File: config.mk
export PLATFORM = sky130hd
export DESIGN_NAME = temp_window_stats
export DESIGN_NICKNAME = d
export VERILOG_FILES = /design/src/rtl/temp_stats_pkg.sv /design/src/rtl/temp_window_stats_seq_divider.sv /design/src/rtl/temp_window_stats.sv
export SDC_FILE = /design/constraint.sdc
export NUM_CORES = 1
export LEC_CHECK = 0
export ABC_AREA = 1
export BUFFER_PORTS_ARGS = -buffer_cell sky130_fd_sc_hd__buf_2
export CORE_UTILIZATION = 45
export CTS_CLUSTER_SIZE = 25
export DETAILED_ROUTE_END_ITERATION = 7
export MAX_ROUTING_LAYER = met4
export PLACE_DENSITY = 0.59
export SETUP_SLACK_MARGIN = 0.2
export SLEW_MARGIN = 0
export SYNTH_ARGS = -nofsm -noshare
export SYNTH_HDL_FRONTEND = slang
export SYNTH_HIERARCHICAL = 1
export SYNTH_SLANG_ARGS = --single-unit
export TNS_END_PERCENT = 30
File: constraint.sdc
create_clock -name clk -period 4.6 [get_ports clk]
set_clock_uncertainty 0.1 [all_clocks]
set_input_delay 0.92 -clock clk [delete_from_list [all_inputs] [get_ports clk]]
set_output_delay 0.92 -clock clk [all_outputs]
set_load 0.01 [all_outputs]
File: src/rtl/temp_stats_pkg.sv
// Shared definitions for the sliding-window temperature statistics engine.
//   state_e      : engine FSM states (IDLE -> SCAN -> DIV -> DONE -> IDLE)
//   cnt_width()  : bits needed to hold a fill count of 0..depth
//   ptr_width()  : bits needed to address depth window entries
//   sum_width()  : running-sum width that cannot overflow for a full window
//   MIN_RESET_BIT: min_temp resets to this bit replicated (all-ones), so the
//                  first real sample always becomes the minimum
package temp_stats_pkg;

  typedef enum logic [1:0] {
    ST_IDLE = 2'd0,
    ST_SCAN = 2'd1,
    ST_DIV  = 2'd2,
    ST_DONE = 2'd3
  } state_e;

  localparam logic MIN_RESET_BIT = 1'b1;

  function automatic int cnt_width(input int depth);
    return $clog2(depth + 1);
  endfunction

  function automatic int ptr_width(input int depth);
    return (depth < 2) ? 1 : $clog2(depth);
  endfunction

  function automatic int sum_width(input int data_w, input int depth);
    return data_w + cnt_width(depth);
  endfunction

endpackage

File: src/rtl/temp_window_stats_seq_divider.sv
// Unsigned restoring divider with a fixed SUM_W-cycle latency.
//   clk, rst     : clock, asynchronous active-high reset
//   flush_i      : synchronous abort of an iteration in flight
//   start_i      : load dividend_i/divisor_i; iterations run on the next
//                  SUM_W edges
//   dividend_i   : SUM_W-bit dividend
//   divisor_i    : CNT_W-bit divisor, must be non-zero
//   done_o       : high in the cycle whose closing edge performs the final
//                  iteration; quotient_o is valid from that edge onward
//   quotient_o   : low QUO_W bits of floor(dividend / divisor)
module seq_divider #(
  parameter int SUM_W = 12,
  parameter int CNT_W = 4,
  parameter int QUO_W = 8
) (
  input  logic             clk,
  input  logic             rst,
  input  logic             flush_i,
  input  logic             start_i,
  input  logic [SUM_W-1:0] dividend_i,
  input  logic [CNT_W-1:0] divisor_i,
  output logic             done_o,
  output logic [QUO_W-1:0] quotient_o
);

  localparam int ITER_W = $clog2(SUM_W + 1);

  logic [ITER_W-1:0] iter_q;
  logic [CNT_W-1:0]  rem_q, rem_d, dvs_q;
  logic [SUM_W-1:0]  quo_q, quo_d;
  logic [CNT_W:0]    rem_sh;

  // quo_q starts as the dividend: its MSB is shifted into the remainder each
  // step while the new quotient bit enters at the LSB.
  always_comb begin
    rem_sh = {rem_q, quo_q[SUM_W-1]};
    rem_d  = rem_sh[CNT_W-1:0];
    quo_d  = {quo_q[SUM_W-2:0], 1'b0};
    if (rem_sh >= {1'b0, dvs_q}) begin
      rem_d = CNT_W'(rem_sh - {1'b0, dvs_q});
      quo_d = {quo_q[SUM_W-2:0], 1'b1};
    end
  end

  always_ff @(posedge clk or posedge rst) begin
    if (rst) begin
      iter_q <= '0;
      rem_q  <= '0;
      quo_q  <= '0;
      dvs_q  <= '0;
    end else if (flush_i) begin
      iter_q <= '0;
    end else if (start_i) begin
      iter_q <= ITER_W'(SUM_W);
      rem_q  <= '0;
      quo_q  <= dividend_i;
      dvs_q  <= divisor_i;
    end else if (iter_q != '0) begin
      iter_q <= iter_q - ITER_W'(1);
      rem_q  <= rem_d;
      quo_q  <= quo_d;
    end
  end

  assign done_o     = (iter_q == ITER_W'(1));
  assign quotient_o = quo_q[QUO_W-1:0];

endmodule

File: src/rtl/temp_window_stats.sv
// Sliding-window statistics over the last DEPTH temperature samples.
//   clk, rst        : clock, asynchronous active-high reset
//   clear           : synchronous flush of window and outputs
//   in_data/in_valid/in_ready : sample input. A sample transfers on a rising
//                     edge where in_valid && in_ready; in_ready does not wait
//                     on in_valid, and an offer made while in_ready is low is
//                     dropped, not held.
//   avg/max/min_temp, sample_count : statistics over filled entries, updated
//                     together on the stats_valid pulse
//   stats_valid     : one-cycle strobe marking an output update
//   dbg_state_o     : current FSM state
//   dbg_wr_ptr_o    : window write pointer (zero-extended)
module temp_window_stats
  import temp_stats_pkg::*;
#(
  parameter int DATA_W = 8,
  parameter int DEPTH  = 10,
  parameter int ROUND  = 0,
  parameter int CNT_W  = cnt_width(DEPTH),
  parameter int SUM_W  = DATA_W + CNT_W
) (
  input  logic              clk,
  input  logic              rst,
  input  logic              clear,
  input  logic [DATA_W-1:0] in_data,
  input  logic              in_valid,
  output logic              in_ready,
  output logic [DATA_W-1:0] avg_temp,
  output logic [DATA_W-1:0] max_temp,
  output logic [DATA_W-1:0] min_temp,
  output logic [CNT_W-1:0]  sample_count,
  output logic              stats_valid,
  output state_e            dbg_state_o,
  output logic [CNT_W-1:0]  dbg_wr_ptr_o
);

  localparam int PTR_W = ptr_width(DEPTH);
  localparam logic [DATA_W-1:0] MIN_RESET = {DATA_W{MIN_RESET_BIT}};

  state_e            state_q, state_d;
  logic [DATA_W-1:0] mem [DEPTH];
  logic [PTR_W-1:0]  wr_ptr_q;
  logic [CNT_W-1:0]  count_q, scan_idx_q, sample_count_q;
  logic [SUM_W-1:0]  sum_q, dividend;
  logic [DATA_W-1:0] run_max_q, run_min_q, avg_q, max_q, min_q, scan_val, oldest, quotient;
  logic              stats_valid_q, accept, scan_last, div_start, div_done;

  assign accept    = in_valid && in_ready;
  assign oldest    = mem[wr_ptr_q];
  assign scan_val  = mem[scan_idx_q[PTR_W-1:0]];
  assign scan_last = (scan_idx_q == count_q - CNT_W'(1));
  assign div_start = (state_q == ST_SCAN) && scan_last && !clear;
  assign dividend  = sum_q + ((ROUND != 0) ? SUM_W'(count_q >> 1) : {SUM_W{1'b0}});

  always_comb begin
    state_d  = state_q;
    in_ready = 1'b0;
    case (state_q)
      ST_IDLE: begin
        in_ready = !clear;
        if (accept) state_d = ST_SCAN;
      end
      ST_SCAN: if (scan_last) state_d = ST_DIV;
      ST_DIV:  if (div_done) state_d = ST_DONE;
      ST_DONE: state_d = ST_IDLE;
      default: state_d = ST_IDLE;
    endcase
    if (clear) state_d = ST_IDLE;
  end

  always_ff @(posedge clk or posedge rst) begin
    if (rst) state_q <= ST_IDLE;
    else     state_q <= state_d;
  end

  // Window storage is never reset: only entries below count_q are read.
  always_ff @(posedge clk) begin
    if (accept) mem[wr_ptr_q] <= in_data;
  end

  always_ff @(posedge clk or posedge rst) begin
    if (rst) begin
      wr_ptr_q <= '0;        count_q <= '0;        sum_q <= '0;
      scan_idx_q <= '0;      run_max_q <= '0;      run_min_q <= MIN_RESET;
      avg_q <= '0;           max_q <= '0;          min_q <= MIN_RESET;
      sample_count_q <= '0;  stats_valid_q <= 1'b0;
    end else if (clear) begin
      wr_ptr_q <= '0;        count_q <= '0;        sum_q <= '0;
      scan_idx_q <= '0;      run_max_q <= '0;      run_min_q <= MIN_RESET;
      avg_q <= '0;           max_q <= '0;          min_q <= MIN_RESET;
      sample_count_q <= '0;  stats_valid_q <= 1'b0;
    end else begin
      stats_valid_q <= 1'b0;
      case (state_q)
        ST_IDLE: begin
          if (accept) begin
            wr_ptr_q <= (wr_ptr_q == PTR_W'(DEPTH - 1)) ? '0 : wr_ptr_q + PTR_W'(1);
            // A full window drops the entry being overwritten from the sum.
            if (count_q == CNT_W'(DEPTH)) begin
              sum_q <= sum_q - SUM_W'(oldest) + SUM_W'(in_data);
            end else begin
              sum_q   <= sum_q + SUM_W'(in_data);
              count_q <= count_q + CNT_W'(1);
            end
            scan_idx_q <= '0;
            run_max_q  <= '0;
            run_min_q  <= MIN_RESET;
          end
        end
        ST_SCAN: begin
          scan_idx_q <= scan_idx_q + CNT_W'(1);
          if (scan_val > run_max_q) run_max_q <= scan_val;
          if (scan_val < run_min_q) run_min_q <= scan_val;
        end
        ST_DONE: begin
          avg_q          <= quotient;
          max_q          <= run_max_q;
          min_q          <= run_min_q;
          sample_count_q <= count_q;
          stats_valid_q  <= 1'b1;
        end
        default: ;
      endcase
    end
  end

  // The quotient never exceeds the largest sample, so its low DATA_W bits
  // are the whole result.
  seq_divider #(
    .SUM_W (SUM_W),
    .CNT_W (CNT_W),
    .QUO_W (DATA_W)
  ) u_div (
    .clk        (clk),
    .rst        (rst),
    .flush_i    (clear),
    .start_i    (div_start),
    .dividend_i (dividend),
    .divisor_i  (count_q),
    .done_o     (div_done),
    .quotient_o (quotient)
  );

  assign avg_temp     = avg_q;
  assign max_temp     = max_q;
  assign min_temp     = min_q;
  assign sample_count = sample_count_q;
  assign stats_valid  = stats_valid_q;
  assign dbg_state_o  = state_q;
  assign dbg_wr_ptr_o = CNT_W'(wr_ptr_q);

endmodule

After elaboration in Yosys (flattened, before gate mapping)
Memory sizes are Yosys's and may differ from the RTL's.
Index checks and enable logic that the tools add are counted.
{"block": "word_totals", "latchBits": 0, "rom_bits": 0, "ff_bits": 95, "mem_count": 1, "ramBits": 80}
{"block": "classes", "muxes": 50, "mul": 0, "n_reduce_logical": 20, "n_eq_ne": 13, "addsub": 9, "n_div": 0, "n_lt_le_gt_ge": 3, "shifts": 0, "n_bitwise": 1}
{"name": "mem", "depth": 10, "width": 8, "read_ports": 2, "rd_clocked_by_memory_dff": 0, "wr": 1, "line": "temp_window_stats.sv:41", "rtl": "logic [DATA_W-1:0] mem [DEPTH];"}
{"op": "8-bit two-way mux", "count": 12}
{"op": "12-bit two-way mux", "count": 6}
{"op": "4-bit two-way mux", "count": 18}
{"op": "8-bit case mux with 2 select lines", "count": 2}
{"op": "12-bit by 8-bit adder with 12-bit output", "count": 2}
{"op": "4-bit by 1-bit adder with 4-bit output (second input constant)", "count": 3}
{"op": "3-bit AND reduction", "count": 4}
{"op": "12-bit by 8-bit subtractor with 12-bit output", "count": 1}
{"op": "3-bit inequality test (second input constant)", "count": 3}
{"op": "4-bit equality test (second input constant)", "count": 2}
{"op": "8-bit > comparator", "count": 1}
{"op": "8-bit < comparator", "count": 1}
{"op": "2-bit two-way mux", "count": 4}
{"op": "2-bit case mux with 4 select lines", "count": 1}
{"op": "4-bit case mux with 2 select lines", "count": 1}
{"op": "2-bit AND reduction", "count": 4}
{"op": "2-bit nonzero test", "count": 4}
{"op": "4-bit by 1-bit subtractor with 4-bit output (second input constant)", "count": 2}
{"op": "1-bit two-way mux", "count": 6}
{"op": "3-bit by 2-bit inequality test with 1-bit output (second input constant)", "count": 2}
{"op": "3-bit nonzero test", "count": 2}
{"op": "5-bit by 4-bit >= comparator with 1-bit output", "count": 1}
{"op": "2-bit equality test (second input constant)", "count": 2}
{"op": "4-bit by 1-bit equality test with 1-bit output (second input constant)", "count": 1}
{"op": "other kinds (9)", "count": 11}

Logic depth before layout (Yosys ltp)
Gate-level depths: netlist of run 1.
An unclocked memory read counts as a cell.
{"block": "depth", "word_depth": 7, "ltp_mapped": 20, "ltp_nobuf": 19}

Cells and area by module
The synthesis of run 1 kept the hierarchy.
{"module": "temp_window_stats", "area_each_um2": 8478.1, "instances": 1, "cells_per_inst": 929, "seq_area_each_um2": 4199.0}
{"module": "seq_divider", "area_each_um2": 1356.3, "instances": 1, "cells_per_inst": 166, "seq_area_each_um2": 600.6}

Worst setup path after synthesis of run 1
Ideal clock, no wire load.
{"block": "synth_timing", "path_kind": "reg-to-reg", "start": "reg wr_ptr_q[0], in the netlist dbg_wr_ptr_o[0]", "end": "reg sum_q[8]", "path_slack_ps": 1282, "stages_incl_launch_ff": 19, "synth_period_minus_slack_ps": 3318, "path_buffers": 1, "setup_ps": 131, "arrival_ps": 3087, "cell_sequence": "dfrtp_1 -> inv_1 -> nand2_1 -> clkbuf_1 -> o211ai_1 -> nand2_1 -> nand3_1 -> fa_1 -> inv_1 -> ha_1 -> a21oi_1 -> o21ai_0 -> a21oi_1 -> nor2_1 -> nor2_1 -> xor2_1 -> nand2_1 -> nand3_1 -> o21ai_0"}
{"block": "synth_via", "elab_chain_len": 7}
{"element": "start: declaration", "line": "temp_window_stats.sv:42", "rtl": "logic [PTR_W-1:0] wr_ptr_q;"}
{"element": "start signal: assignment", "line": "temp_window_stats.sv:97", "rtl": "wr_ptr_q <= (wr_ptr_q == PTR_W'(DEPTH - 1)) ? '0 : wr_ptr_q + PTR_W'(1);"}
{"element": "memory 10 x 8 bit"}
{"element": "12-bit by 8-bit subtractor with 12-bit output", "line": "temp_window_stats.sv:100", "rtl": "sum_q <= sum_q - SUM_W'(oldest) + SUM_W'(in_data);"}
{"element": "12-bit by 8-bit adder with 12-bit output", "line": "temp_window_stats.sv:100"}
{"element": "12-bit two-way mux", "line": "temp_window_stats.sv:99", "rtl": "if (count_q == CNT_W'(DEPTH)) begin"}
{"element": "12-bit two-way mux", "line": "temp_window_stats.sv:96", "rtl": "if (accept) begin"}
{"element": "12-bit two-way mux", "line": "temp_window_stats.sv:94", "rtl": "case (state_q)"}
{"element": "12-bit two-way mux", "line": "temp_window_stats.sv:87", "rtl": "end else if (clear) begin"}
{"element": "end signal: assignment", "line": "temp_window_stats.sv:100"}
{"element": "end signal: assignment", "line": "temp_window_stats.sv:102", "rtl": "sum_q <= sum_q + SUM_W'(in_data);"}
{"element": "end: declaration", "line": "temp_window_stats.sv:44", "rtl": "logic [SUM_W-1:0] sum_q, dividend;"}
Every way passes these cells. The select of a mux whose other input is x is not followed.
A chain may end at the register's enable or synchronous reset.

Final worst setup path of run 1
Ends and elaborated chain as after synthesis.

==> out/metrics.yaml, run 1 <==
worst_hold_path:
  hold_depth: 2
  min_from: "max_temp[7]"
  whs_endpoint: "max_temp[7]"
  min_path_type: "reg2reg"
drt:
  dr_total_vias: 7683
  ant_nets: 0
  first_pass_iters: 5
  wirelength_um: 24800
  drtIter0Drc: 594
  via_per_inst: 5.41
  wl_per_cell_um: 17.5
  drc_errors: 0
global_routing:
  antenna_found_initial: 0
  grt_pass1_vias: 7376
  grt_pass1_wl_um: 39900
  met3_usage_pct: 3.87
  grt_usage_pct: 24.3
  grt_overflow: 0
  busiest_layer: "met2"
  grtUsageMet2_pct: 36.9
  use_met1_pct: 33.6
  grt_start_max_net_pins: 61
synthesis:
  ys_ff_latch: 175
  synth_area_leader_cell: "edfxtp_1"
  synth_ff_type: "edfxtp_1"
  synthesis.nets: 1169
  yosysSeqAreaShare_pct: 48.8
  syn_area_mm2: 0.00983
  synth_cells: 1095
  yosysMostFrequentCell: "nand2_1"
  syn_avg_cell_area_um2: 8.98
  synthTopCellsByCount: "nand2_1, inv_1, o21ai_0"
  yosys-top-cells-area: "edfxtp_1, dfrtp_1, nand2_1"
  synthArstFlopShare_pct: 54.3
  synth_top_area_share_pct: 24.4
  synth_edf_count: 80
  synth.distinct_cells: 52
  synth_warnings: 6
worst_setup_path:
  r2r-start: "dbg_wr_ptr_o[0]"
  rr_endpoint: "sum_q[8]"
  critPathRequiredTime_ns: 4.81
  critical_path_arrival_ns: 4.04
  cp_max_fo: 16
  start_kind: "flop"
  cp-end-kind: "flop"
  r2r_slack_ns: 0.77
  reg2reg_depth: 19
  critical_path_class: "reg2reg"
power_and_ir_drop:
  vdd_ir_drop_max_v: 0.000299
  powerDensity_mw_per_mm2: 546
  p_leak_nw: 4.93
sta:
  fin_crit_sh_pct: 83.3
  rsz0062_at_grt: "false"
  worstMarginPinSlew_ns: 1.03
  finalSetupViolCount: 0
  hold_viol: 0
  max_clock_freq_mhz: 261
  drv_slew: 0
  layout_setup_ws_ns: 0.769
  slew_headroom_pct: 31.3
  fin_crit_ns: 3.83
  fin_tns_setup_ns: 0
final_layout:
  syn_to_final_growth_pct: 10.1
  fin_util_pct: 51.0
  drive_gt1_share_pct: 12.3
  nets: 1205
  layout.cells.non_filler: 1419
  num_antenna_cells: 0
  fillers: 1958
place:
  dp.cells: 1387
  dp_hpwl_um: 17400
  place.gp.congestion: 0.885
  post-place-ws_ns: 0.716
  portBuffers: 47
cts:
  ctsHoldBuffers: 0
  max-clock-path-buffers: 2
  post-cts-setup-buffers: 0
  root_buffer: "clkbuf_16"
  cts.sinks: 175
  clk_pin_slew_ns: 0.07
  cts_made_buffers: 17
  insertion_delay_ns: 0.44
  cts_tree: "yes"
  h-tree-depth: 4
die:
  die_width_um: 150
  core_mm2: 0.0212
  fp.dieH_um: 150
  pin_count: 48
  die_area_mm2: 0.0224
  initial_core_util_pct: 46.3
  rows: 53
job:
  drv_cap: 0
run_status:
  outcome: "completed"
==> logic make-up (layout without fill, tap and decap cells) <==
group	Yosys count	in the layout	share of synthesized area (%)
DFF	175	175	48.8
buffers and inverters	200	249	8.73
xor gates and xnor gates	16	16	1.42
AOI/OAI and AO/OA	271	271	16.5
adders and majority gates	62	62	8.65
muxes	1	1	0.114
and+or+nand+nor	370	370	15.8
==> power by group <==
part           total, mW  switching [mW]  internal (mW)
sequential          2.02           0.161           1.86
clock               1.39           0.642          0.752
combinational       2.50            1.64          0.864
==> area by class of cell <==
cell class	instances	area [um^2]	area share, %
Clock inverter	12	97.6	0.902
Sequential cell	175	4800	44.3
Tap cell	275	344	3.18
Clock buffer	20	468	4.32
Timing Repair Buffer	60	345	3.19
Multi-Input combinational cell	720	4180	38.6
Inverter	157	592	5.47
==> per-stage QoR <==
stage	hold slack (ns)	area (um^2)	power [mW]
after global placement	0.361	10300	4.49
after CTS	0.386	10800	5.94
final	0.381	10800	5.91
after global routing	0.397	10800	6.39
after detailed placement	0.368	10300	4.53
after floorplan	0.350	9830	3.96
==> what timing repair did <==
| action | 4_1_cts | 5_1_grt |
|---|---|---|
| endpoints found under the hold margin | 0 | 0 |
| setup endpoints to repair | 0 | 1 |
| gates resized for setup | 0 | 1 |
==> flip-flops by register name, indices dropped and copies added (netlist names) <==
register      flops
run_min_q         8
u_div/iter_q      4
count_q           4
run_max_q         8
u_div/rem_q       4
max_temp          8
u_div/quo_q      12
scan_idx_q        4
min_temp          8
avg_temp          8
mem              80
sample_count      4
u_div/dvs_q       4
dbg_state_o       2
dbg_wr_ptr_o      4
sum_q            12
stats_valid       1
==> metal layers <==
layer	vias up	share of wire, %
met4	0	1.5
met1	3663	47
li1	3776	-
met5	-	0
met2	215	46
met3	29	5.3
==> worst max-delay path: stages, from the launching register on <==
cell and delay (ns):
dfrtp_1 0.45, inv_1 0.34, nor2_1 0.08, buf_4 0.22, a22oi_1 0.21, o211ai_1 0.12
nand2_1 0.07, nand3_1 0.12, fa_1 0.51, inv_1 0.04, ha_1 0.34, a21oi_1 0.18
o21ai_0 0.12, a21oi_1 0.23, nor2_1 0.07, nor2_1 0.11, xor2_1 0.15, nand2_1 0.06
nand3_1 0.08, o21ai_0 0.09
==> how the worst max path moves through the flow <==
stage	startpoint	endpoint	cells past startpoint
global placement	dbg_wr_ptr_o[0]	sum_q[8]	17
global route	dbg_wr_ptr_o[0]	sum_q[8]	19
CTS	dbg_wr_ptr_o[0]	sum_q[8]	17
detailed placement	dbg_wr_ptr_o[0]	sum_q[8]	17
finish	dbg_wr_ptr_o[0]	sum_q[8]	19
floorplan	dbg_wr_ptr_o[0]	sum_q[8]	18
==> placed cells by master (no fill, tap or decap), types with 2 or more instances in the layout <==
cell type / Yosys / layout
dfrtp_1: 79 / 79
o31ai_1: 2 / 2
inv_8: 0 / 2
clkbuf_16: 0 / 18
inv_1: 144 / 143
inv_6: 0 / 5
nand2_2: 3 / 4
o221ai_1: 2 / 2
nor2_1: 77 / 77
o22ai_1: 14 / 14
nand2_4: 3 / 3
nor3_1: 3 / 3
clkinv_1: 3 / 3
dfstp_2: 16 / 16
clkinv_2: 0 / 3
a21oi_1: 77 / 77
inv_2: 9 / 10
o211ai_2: 3 / 3
nand3_1: 68 / 68
a31oi_1: 13 / 13
a21oi_2: 5 / 5
o21ai_0: 81 / 81
xnor2_1: 4 / 4
a22o_1: 8 / 8
nand4_1: 4 / 4
o211ai_1: 26 / 26
a22oi_1: 12 / 12
xor2_1: 12 / 12
fa_1: 10 / 10
o21ai_1: 20 / 20
buf_4: 10 / 12
nor3b_1: 2 / 2
edfxtp_1: 80 / 80
ha_1: 52 / 52
nand2_1: 203 / 202
buf_2: 12 / 47
(Power assumes the default switching activity.)
==> run 2, diff against run 1 <==
- ABC_AREA: 1 -> 0
- PLACE_DENSITY: 0.59 -> 0.58
- clock period: 4.6 -> 3.6 ns (I/O delays scaled with it)
==> run 2 against run 1 <==
  * Count of clock-buffer cells in the layout increased by 1
  * Sequential power grew 21%
  * Final cell count shrank 9.2%
  * Global-route usage shrank 1.2 points
  * First-iteration DRC count fell by 48%
  * Clock power is 35% higher
  * Power increased by 37%
  * Core utilization grew 4.6 points
  * Critical endpoint is now sum_q[11]
  * Register-to-register slack worse by 0.99 ns
  * Wire length is 4.4% lower
  * Setup slack got worse by 0.99 ns
  * The run now ends with setup timing left
  * Flip-flop and latch count did not move
==> out/metrics.yaml, run 2 <==
sta:
  slew_headroom_pct: 24.4  # -6.9 points
  max_clock_freq_mhz: 262  # +0.31%
  hold_viol: 0  # unchanged
  worstMarginPinSlew_ns: 1.13  # +0.104 ns
  finalSetupViolCount: 7  # +7
  timing.hold.ws_ns: 0.346  # -0.0353 ns
  fin_crit_sh_pct: 106  # +23 points
  rsz0062_at_grt: "true"
  fin_tns_setup_ns: -0.945  # -0.945 ns
  layout_setup_ws_ns: -0.219  # -0.988 ns
  drv_slew: 0  # unchanged
  fin_crit_ns: 3.82  # -0.0120 ns
final_layout:
  layout_common_cells: "buf_4, edfxtp_1, dfrtp_1, nor2_1, inv_1"
  nets: 1069  # -11%
  reg_top3: "mem x80, sum_q x12, u_div/quo_q x12"
  fin_util_pct: 55.6  # +4.6 points
  fin_area_mm2: 0.0121  # +12%
  syn_to_final_growth_pct: 21.4
  largest_register_ffs: 80  # unchanged
  num_antenna_cells: 0  # unchanged
  largest-register: "mem"
  layout_commonest_cell: "buf_4"
  drive_gt1_share_pct: 30.8  # +18 points
drt:
  dr_total_vias: 7012  # -8.7%
  wl_per_cell_um: 18.4  # +5.3%
  ant_nets: 0  # unchanged
  wirelength_um: 23700  # -4.4%
  drtIter0Drc: 307  # -48%
  drc_errors: 0  # unchanged
  via_per_inst: 5.44  # +0.55%
  first_pass_iters: 5  # unchanged
global_routing:
  grt_pass1_vias: 7007  # -5.0%
  grt_overflow: 0  # unchanged
  antenna_found_initial: 0  # unchanged
  grt_usage_pct: 23.2  # -1.2 points
  grt_pass1_wl_um: 38400  # -3.9%
  grt_start_max_net_pins: 38  # -38%
worst_setup_path:
  critical_path_class: "reg2reg"
  cp_max_fo: 8  # -8
  cp-end-kind: "flop"
  critical_path_arrival_ns: 4.04  # about the same
  start_kind: "flop"
  critPathRequiredTime_ns: 3.82  # -0.99 ns
die:
  die_area_mm2: 0.0228  # +1.6%
  fp.dieH_um: 151  # +0.82%
  rows: 54  # +1.9%
  initial_core_util_pct: 45.8  # -0.53 points
  pin_count: 48  # unchanged
  core_mm2: 0.0218  # +2.8%
  die_width_um: 151  # +0.82%
synthesis:
  yosysSeqAreaShare_pct: 48.0  # -0.80 points
  synth_top_family_by_area: "multiplexers"
  muxShareOfSynthArea_pct: 13.3  # +13 points
  syn_area_mm2: 0.0100  # +1.7%
  synthSimpleGateAreaFrac_pct: 10.5  # -5.3 points
  yosys-top-cells-area: "edfxtp_1, dfrtp_1, ha_1"
  synth_ff_type: "edfxtp_1"
  yosysMostFrequentCell: "edfxtp_1"
  synth_cells: 887  # -19%
  synth.distinct_cells: 67  # +29%
  synth-compound-area-share_pct: 11.5  # -5.0 points
  synth_edf_count: 80  # unchanged
  synthArstFlopShare_pct: 54.3  # unchanged
  syn_avg_cell_area_um2: 11.3  # +26%
  synthXorXnorAreaFrac_pct: 2.63  # +1.2 points
  synth_fa_ha_area_share_pct: 8.51  # -0.14 points
  synthTopCellsByCount: "edfxtp_1, dfrtp_1, inv_1"
  synth_warnings: 6  # unchanged
  synthesis.nets: 961  # -18%
  synth_area_leader_cell: "edfxtp_1"
  synth_top_area_share_pct: 24.0  # -0.40 points
  ys_ff_latch: 175  # unchanged
power_and_ir_drop:
  power.share.clock_pct: 23.0  # -0.6 points
  combPwrFrac_pct: 46.8  # +4.5 points
  p_sw_mw: 2.89  # +19%
  vdd_ir_drop_max_v: 0.000406  # +36%
  swShare_pct: 35.7  # -5.5 points
  totalPowerFinal_mw: 8.10  # +37%
  share_seq_of_total_power_pct: 30.1  # -4.1 points
  intPower_mw: 5.20  # +50%
  p_leak_nw: 4.97  # +0.81%
  powerDensity_mw_per_mm2: 667  # +22%
cts:
  cts_made_buffers: 17  # unchanged
  cts_tree: "yes"
  h-tree-depth: 4  # unchanged
  max-clock-path-buffers: 2  # unchanged
  cts.sinks: 175  # unchanged
  clk_pin_slew_ns: 0.07  # about the same
  root_buffer: "clkbuf_16"
  ctsHoldBuffers: 0  # unchanged
  insertion_delay_ns: 0.44  # about the same
place:
  placed_cell_area_mm2: 0.0111  # +8.6%
  dp_hpwl_um: 17500  # +0.28%
  portBuffers: 47  # unchanged
  place.gp.congestion: 0.915  # +3.5%
job:
  drv_cap: 0  # unchanged
worst_hold_path:
  min_path_type: "in2async"
run_status:
  violations: "setup timing"
  outcome: "finished, violations left"
run 2: critical path, cell delays in order, from the launching register on:
cell	delay, ns
dfrtp_2	0.43
buf_12	0.12
buf_12	0.12
mux4_2	0.52
a211oi_2	0.24
a21oi_2	0.06
fa_1	0.53
inv_1	0.05
ha_1	0.26
a21o_1	0.19
a21oi_2	0.21
o311ai_2	0.15
o31ai_2	0.24
nor4b_2	0.23
nor4_1	0.08
a22o_1	0.18
run 2: kinds of logic (layout without fill, tap and decap cells):
kind of cell	count (synthesis)	in the layout
simple gates	230	230
mux	90	90
flops	175	175
fa+ha+maj	62	62
compound gates	173	173
buf+inv	127	248
xor+xnor	30	30
run 2: metal layers:
| layer | global-route usage [%] | wire length [um] | share of wire, % | up-vias |
|---|---|---|---|---|
| met5 | - | 0 | 0 | - |
| met3 | 3.89 | 933 | 3.9 | 29 |
| met1 | 31.0 | 11200 | 47 | 3468 |
| met4 | 6.85 | 378 | 1.6 | 0 |
| li1 | - | - | - | 3390 |
| met2 | 36.2 | 11300 | 47 | 125 |
run 2: timing repair:
action                                 in CTS  in global routing
cloned                                      0                  0
pin swaps                                  46                 37
setup endpoints to repair                  25                 26
gates resized for setup                    56                 35
endpoints found under the hold margin       0                  0
buffers inserted                            6                  0
run 2: worst paths after layout:
check | startpoint | end | slack (ns) | depth (start not counted)
worst max register to register | dbg_wr_ptr_o[0] | sum_q[11] | -0.22 | 15
worst min-delay path | rst | avg_temp[3] | 0.35 | 2
worst max-delay path | dbg_wr_ptr_o[0] | sum_q[11] | -0.22 | 15
worst min register to register | u_div/quo_q[10] | u_div/quo_q[10] | 0.38 | 2
max in group asynchronous | rst | run_min_q[6] | 2.30 | 3
min in group clk | u_div/quo_q[10] | u_div/quo_q[10] | 0.38 | 2
run 2: cell type report:
type | count | area [um^2]
Multi-Input combinational cell | 585 | 5080
Sequential cell | 175 | 4800
Clock inverter | 11 | 86.3
Timing Repair Buffer | 139 | 1020
Tap cell | 280 | 350
Fill cell | 1841 | 9690
Inverter | 77 | 289
Clock buffer | 21 | 504
run 2: power by group through the flow:
stage,Combinational (mW),Clock [mW],Sequential (mW)
final,3.79,1.87,2.44
after global routing,4.21,1.99,2.47
after CTS,3.68,1.90,2.44
after detailed placement,3.38,0,2.48
after global placement,3.36,0,2.48
after floorplan,2.41,0,2.42
run 2: through the flow:
step	setup slack [ns]	std cells
global route	-0.374	1288
global placement	-0.221	1250
finish	-0.219	1288
detailed placement	-0.318	1250
floorplan	-0.106	887
CTS	-0.190	1288
